[config.mk]
export PLATFORM = sky130hd
export DESIGN_NAME = pc_update_unit
export DESIGN_NICKNAME = d
export VERILOG_FILES = /design/src/rtl/pc_update_unit.sv
export SDC_FILE = /design/constraint.sdc
export NUM_CORES = 1
export LEC_CHECK = 0
export CAP_MARGIN = 15
export CORE_MARGIN = 5
export CORE_UTILIZATION = 30
export CTS_BUF_LIST = sky130_fd_sc_hd__clkbuf_4
export CTS_CLUSTER_SIZE = 16
export DETAILED_ROUTE_END_ITERATION = 10
export GPL_ROUTABILITY_DRIVEN = 0
export PLACE_DENSITY_LB_ADDON = 0.08
export REMOVE_ABC_BUFFERS = 1
export SETUP_SLACK_MARGIN = 0.5
export SYNTH_ARGS = -nofsm -noshare
export SYNTH_HDL_FRONTEND = slang
export SYNTH_SLANG_ARGS = --single-unit
[constraint.sdc]
create_clock -name clk -period 2.6 [get_ports clk]
set_input_delay 0.39 -clock clk [delete_from_list [all_inputs] [get_ports clk]]
set_output_delay 0.39 -clock clk [all_outputs]
set_load 0.01 [all_outputs]
[src/rtl/pc_update_unit.sv]
// -----------------------------------------------------------------------------
// pc_update_unit
//
// Purpose:
//   Program-counter sequencer for a single-issue fetch stage. After reset
//   it spends one cycle in INIT, then fetches sequentially in RUN. It follows
//   JALR / JAL / conditional-branch redirects, counting each one that
//   commits. A misaligned non-sequential target parks the unit in TRAP. TRAP
//   holds the faulting pc and raises a sticky misalign_trap flag, and only
//   reset leaves it.
//
// Ports:
//   clk           in   rising-edge clock
//   reset_n       in   asynchronous active-low reset
//   Btaken        in   conditional branch taken
//   Jump          in   JAL instruction
//   Jalr          in   JALR instruction
//   imm[31:0]     in   sign-extended immediate
//   rs1_data[31:0] in  register rs1 value (JALR base)
//   imem_ready    in   instruction at pc returned this cycle
//   pc[31:0]      out  current fetch address
//   pc_plus4[31:0] out pc + 4 (link value)
//   fetch_req     out  instruction request at pc (RUN only)
//   redirect      out  non-sequential update commits on the next edge
//   misalign_trap out  sticky misaligned-target fault
//   taken_cnt     out  saturating count of committed redirects
// -----------------------------------------------------------------------------
module pc_update_unit #(
   parameter logic [31:0] RESET_PC = 32'h0000_0000,
   parameter int          CNT_W    = 16
) (
   input  logic             clk,
   input  logic             reset_n,
   input  logic             Btaken,
   input  logic             Jump,
   input  logic             Jalr,
   input  logic [31:0]      imm,
   input  logic [31:0]      rs1_data,
   input  logic             imem_ready,
   output logic [31:0]      pc,
   output logic [31:0]      pc_plus4,
   output logic             fetch_req,
   output logic             redirect,
   output logic             misalign_trap,
   output logic [CNT_W-1:0] taken_cnt
);

   localparam logic [1:0] S_INIT = 2'b00;
   localparam logic [1:0] S_RUN  = 2'b01;
   localparam logic [1:0] S_TRAP = 2'b10;

   localparam logic [CNT_W-1:0] CNT_ONE = {{(CNT_W-1){1'b0}}, 1'b1};

   logic [1:0]       r_state;
   logic [31:0]      r_pc;
   logic             r_trap;
   logic [CNT_W-1:0] r_cnt;

   logic [31:0]      w_pc_plus4;
   logic [31:0]      w_target;
   logic             w_nonseq;
   logic             w_misalign;
   logic             w_advance;
   logic             w_redirect;
   logic             w_cnt_full;

   assign w_pc_plus4 = r_pc + 32'd4;
   assign w_nonseq   = Jalr | Jump | Btaken;

   // Priority Jalr > Jump/Btaken > sequential. Jump and Btaken share one
   // pc-relative adder, so asserting both behaves as a single redirect.
   always_comb begin
      // NOTE: default assignment first so no path through the block leaves
      // w_target unassigned, which would infer a latch.
      w_target = w_pc_plus4;
      if (Jalr)
         w_target = (rs1_data + imm) & 32'hFFFF_FFFE;
      else if (Jump || Btaken)
         w_target = r_pc + imm;
   end

   // The sequential path is always word-aligned, so only a selected
   // non-sequential target can fault.
   assign w_misalign = w_nonseq && (w_target[1:0] != 2'b00);
   assign w_advance  = (r_state == S_RUN) && imem_ready;
   assign w_redirect = w_advance && w_nonseq && !w_misalign;
   assign w_cnt_full = &r_cnt;

   // NOTE: sequential state uses non-blocking assignments so every register
   // samples pre-edge values, independent of statement order.
   always_ff @(posedge clk or negedge reset_n) begin
      if (!reset_n) begin
         r_state <= S_INIT;
         r_pc    <= RESET_PC;
         r_trap  <= 1'b0;
         r_cnt   <= '0;
      end else begin
         case (r_state)
            S_INIT: r_state <= S_RUN;
            S_RUN: begin
               if (imem_ready) begin
                  if (w_misalign) begin
                     // pc keeps the faulting instruction address.
                     r_state <= S_TRAP;
                     r_trap  <= 1'b1;
                  end else begin
                     r_pc <= w_target;
                     if (w_redirect && !w_cnt_full)
                        r_cnt <= r_cnt + CNT_ONE;
                  end
               end
            end
            S_TRAP: r_state <= S_TRAP;
            // The unused encoding is treated as a fault: park until reset.
            default: begin
               r_state <= S_TRAP;
               r_trap  <= 1'b1;
            end
         endcase
      end
   end

   assign pc            = r_pc;
   assign pc_plus4      = w_pc_plus4;
   assign fetch_req     = (r_state == S_RUN);
   assign redirect      = w_redirect;
   assign misalign_trap = r_trap;
   assign taken_cnt     = r_cnt;

endmodule

After elaboration in Yosys (flattened, before gate mapping)
Index checks and enable logic that the tools add are counted.

Mux-type cells: 8. $add $sub $neg: 4. Reductions and logical operators: 16. Bitwise operators: 4. Equality and inequality tests: 4.

Operator list (count): $add A32 B32 Y32 (2); $mux W32 (2); $add A32 B3 Y32 const B (1); $add A16 B1 Y16 const B (1); $reduce_and A16 Y1 (1); $reduce_and A3 Y1 (2); $logic_and A1 B1 Y1 (5); $mux W2 (2); $pmux W2 S2 (1); $reduce_and A4 Y1 (1); $eq A2 B1 Y1 const B (1); $eq A2 B2 Y1 const B (1); $logic_not A1 Y1 (2); $logic_not A2 Y1 (1); $mux W1 (2); $ne A2 B1 Y1 const B (1); $ne A2 B2 Y1 const B (1); $not A1 Y1 (2); $or A1 B1 Y1 (2); $pmux W1 S2 (1); $reduce_and A2 Y1 (1); $reduce_bool A2 Y1 (1); $reduce_or A2 Y1 (1); $logic_or A1 B1 Y1 (1).

Flip-flop bits (word level): 51. Input port bits: 70. Output and inout port bits: 83. Logic and storage cells: 40.

Depth between registers and ports, before layout
Word-level depth: 9. Gate-level depth with buffers: 13. Depth with buffers taken out: 12.

Worst setup path after synthesis
OpenSTA, ideal clock, no wires.

Path type: reg2reg. Start point: register r_pc[0], in the netlist pc[0]. End point: register r_cnt[15], in the netlist taken_cnt[15]. Required time: 2521 ps. Data arrival time: 2606 ps. Stages on the path, launching flop included: 13. Path slack: -85 ps. Setup time: 79 ps. Path buffers: 0. Period minus slack after synthesis: 2685 ps. Cells stage by stage: dfrtp_1 -> ha_1 -> inv_1 -> fa_1 -> nand2b_1 -> a31oi_4 -> nand3_4 -> nor3_4 -> and4_1 -> and2b_2 -> nand2_1 -> nor2_1 -> xor2_1.

Cells in the longest elaborated chain, start to end: 9. Elaborated cells between the ends (all ways): 11. Classes of those cells: add/sub (2); mux (2); bitwise (1); reduce/logical (6).

RTL lines: from (decl) (RTL line 55) `logic [31:0] r_pc;`; from (signal assigned) (RTL line 107) `r_pc <= w_target;`; $add A32 B3 Y32 / $add A32 B32 Y32 (equally long branches) (RTL line 67, 79); $mux W32 * (RTL line 78) `else if (Jump || Btaken)`; $mux W32 * (RTL line 76) `if (Jalr)`; $reduce_bool A2 Y1 * (RTL line 84) `assign w_misalign = w_nonseq && (w_target[1:0] != 2'b00);`; $logic_and A1 B1 Y1 * (RTL line 84); $logic_not A1 Y1 (RTL line 86) `assign w_redirect = w_advance && w_nonseq && !w_misalign;`; $logic_and A1 B1 Y1 (RTL line 86); $logic_and A1 B1 Y1 (RTL line 108) `if (w_redirect && !w_cnt_full)`; $reduce_and A4 Y1 (no line) *; to (signal assigned) (RTL line 109) `r_cnt <= r_cnt + CNT_ONE;`; to (decl) (RTL line 57) `logic [CNT_W-1:0] r_cnt;`.

Mark *: on every way between the ends. The rest lies on a longest branch, timed or not. A chain may end at the register's enable or synchronous reset.

Final worst setup path
Start point: register r_pc[2], in the netlist pc[2]. End point: output pc_plus4[29].

Cells in the longest elaborated chain, start to end: 1.

RTL lines: $add A32 B3 Y32 (RTL line 67) `assign w_pc_plus4 = r_pc + 32'd4;`; to (decl) (RTL line 41) `output logic [31:0] pc_plus4,`.

No other way between the ends.

==> results.md <==
- Status: complete, but fails checks
- Failing checks: setup timing
- Synth async-reset ratio: 100%
- Placed cell area: 10300 um2
- Core Area: 21600 um2
- Maximum VDD drop: 0.000451 V
- Hold Vio Cnt, Final: 0
- Post-Syn Area: 6530 um2
- Layout cell share with drive strength beyond 1: 47.6%
- Final slew viol count: 0
- EDFF count, synth: 0
- Final #Nets: 1450
- Kind of critical path: reg -> out
- Top-count cell post-synth: nand2_1
- Hold-fix buffers at CTS: 0
- Worst reg2reg startpoint: pc[2]
- Via density: 5.09
- Yosys cell types: 87
- DP Cell Count: 1506
- Post-synthesis mux area share: 0.958%
- Most used DFF post-synth: dfrtp_1
- Synthesized area per cell: 7.86 um2
- Final worst path period need: 2800 ps
- PwrDens: 845 nW/um2
- Crit path launch type: flip-flop
- Combinational family with the most area after synthesis: compound AO/OA/AOI/OAI gates
- # fillers: 1996
- Routed WL: 28700 um
- Yosys Warn Count: 0
- Hold/Removal Path Class: in -> async
- Design area: 12500 um2
- Clock latency on the worst-skew pair: 450 ps
- Pre-CTS setup slack: -856 ps
- # DRC: 0
- Fin crit share: 108%
- CTS H-tree lvls: 2
- FMAX: 357 MHz
- Pre-antenna DRT Iters: 5
- CTS Buf Count: 5
- Iteration-0 DRC count of the detailed router: 346
- Worst setup path start: pc[2]
- Wirelength per Cell: 18.0 um
- Yosys top cell area share: 19.5%
- Hold slack: 65.6 ps
- Least-Margin Pin Slew: 766 ps
- Port Buffer Count: 152
- Post-synth top area cell: dfrtp_1
- RSZ-0062 raised after global routing: true
- CTS tree: yes
- #FFs+latches synth: 51
- Die area: 24800 um2
- Adder-Cell Fraction of Synth Area: 12.7%
- Final setup margin: -200 ps
- Initial antenna violation count: 0
- Critical Path AT: 2410 ps
- Clk buf depth: 2
- Max Cap Violations: 0
- Finished Layout Cells: 1596
- Row cnt: 54
- Largest net degree at the start of global routing: 52
- Clock transition at path regs: 190 ps
- Compound-cell area share of the yosys netlist: 26.7%
- N_diodes: 0
- Vias in the first global route: 8246
- Via count: 8125
- Pleak: 5.92 nW
- Setup TNS: -2440 ps
- Post-Synth Simple-Gate Area: 23.5%
- Synth area leaders: dfrtp_1, ha_1, xnor2_1, a21oi_1, nand2_1
- Register area share after synthesis: 19.5%
- P&R area growth vs syn: 92.0%
- Final ANT Viol Nets: 0
- Setup crit end kind: primary output
- Gr usage total: 22.5%
- First-pass GRT wire length: 43900 um
- Starting density of the core: 30.2%
- Rel. slew slack: 49.0%
- CP Data Required Time: 2210 ps
- DPL Wire Length: 22000 um
- XOR/XNOR Fraction of Synth Area: 12.6%
- I/O Pins: 153
- Post-synth top cells: nand2_1, a21oi_1, nor2_1, ha_1, xnor2_1
- Synth Instances: 831
- Worst Clk Skew: 21.7 ps
- CTS root buffer: clkbuf_4
- Crit-path max FO: 3
- Die H: 158 um
- Final setup fails: 34
- Grt ovf: 0
- Die Wd: 158 um
- Clock sink count: 51
-- worst paths after layout --
kind                                      end  slack [ps]  cells after the start
worst max-delay path             pc_plus4[29]        -200                      9
worst min-delay path            taken_cnt[10]          70                      2
worst min register to register  taken_cnt[13]         520                      1
worst max register to register         pc[25]        -120                     12
max in group asynchronous              pc[26]        1980                      2
min in group clk                taken_cnt[13]         520                      1
-- sequential cells by signal, summed over array words and instances (netlist names) --
signal	count
taken_cnt	16
pc	32
r_state	2
misalign_trap	1
-- power by group --
part           internal (mW)  switching, mW  total [mW]
clock                  0.116          0.351       0.467
combinational           4.75           4.02        8.77
sequential              1.05          0.308        1.36
total                   5.91           4.68        10.6
-- through the flow --
stage / power [mW] / util (%)
2_1_floorplan: 4.55 / -
4_1_cts: 9.62 / 54.0
3_5_place_dp: 8.08 / 47.7
6_report: 10.6 / 58.0
5_1_grt: 11.3 / 58.0
3_3_place_gp: 8.09 / 47.7
-- worst max-delay path, stage by stage, from the launching register on --
cell	delay [ps]
dfrtp_2	420
buf_6	110
nand3_4	80
nor2_4	100
nand4_1	190
or3_4	490
buf_6	160
nor2_4	110
xor2_2	150
buf_2	150
-- logic make-up after synthesis --
group | Yosys count
AND/OR/NAND/NOR | 303
adder cells (fa/ha/maj) | 65
flip-flops | 51
multiplexers | 6
AO/OA/AOI/OAI | 264
buffers and inverters | 49
XOR/XNOR | 93
-- cell usage in the layout, fill, tap and decap left out, drive strengths merged, types with 8 or more instances in the layout --
master / synthesis / final
buf: 7 / 388
clkdlybuf4s50: 0 / 93
nand2: 93 / 93
a21oi: 79 / 79
nor2: 69 / 69
ha: 63 / 63
o21ai: 63 / 63
xnor2: 60 / 60
dfrtp: 51 / 51
xor2: 33 / 33
nand3: 32 / 32
a21o: 23 / 23
nor3: 20 / 20
dlygate4sd2: 0 / 19
nand4: 17 / 17
inv: 16 / 17
and3: 14 / 14
a211oi: 14 / 14
nand2b: 12 / 12
nor2b: 10 / 10
o211ai: 9 / 9
o21bai: 8 / 8
-- final cells by class --
class                           count  area (um2)  share of cell area (%)
Multi-Input combinational cell    731        6370                    50.8
Timing Repair Buffer              510        4410                    35.2
Sequential cell                    51        1280                    10.2
Tap cell                          280         350                    2.79
Inverter                           16        60.1                   0.479
Clock buffer                        5        37.5                   0.299
Clock inverter                      3        28.8                   0.229
-- routing by layer --
layer | track usage (%) | up-vias | part of all wire [%]
li1 | - | 4029 | -
met1 | 30.4 | 3903 | 46
met2 | 37.7 | 157 | 48
met3 | 3.22 | 36 | 3.7
met4 | 5.65 | 0 | 2.5
met5 | 0 | - | 0
-- repair_timing --
action,CTS,global route
pin swaps,109,98
setup buffers,56,23
endpoints found under the hold margin,0,0
endpoints found under the setup margin,79,85
resized for setup,367,134
cloned,3,0
(Power assumes the default switching activity.)
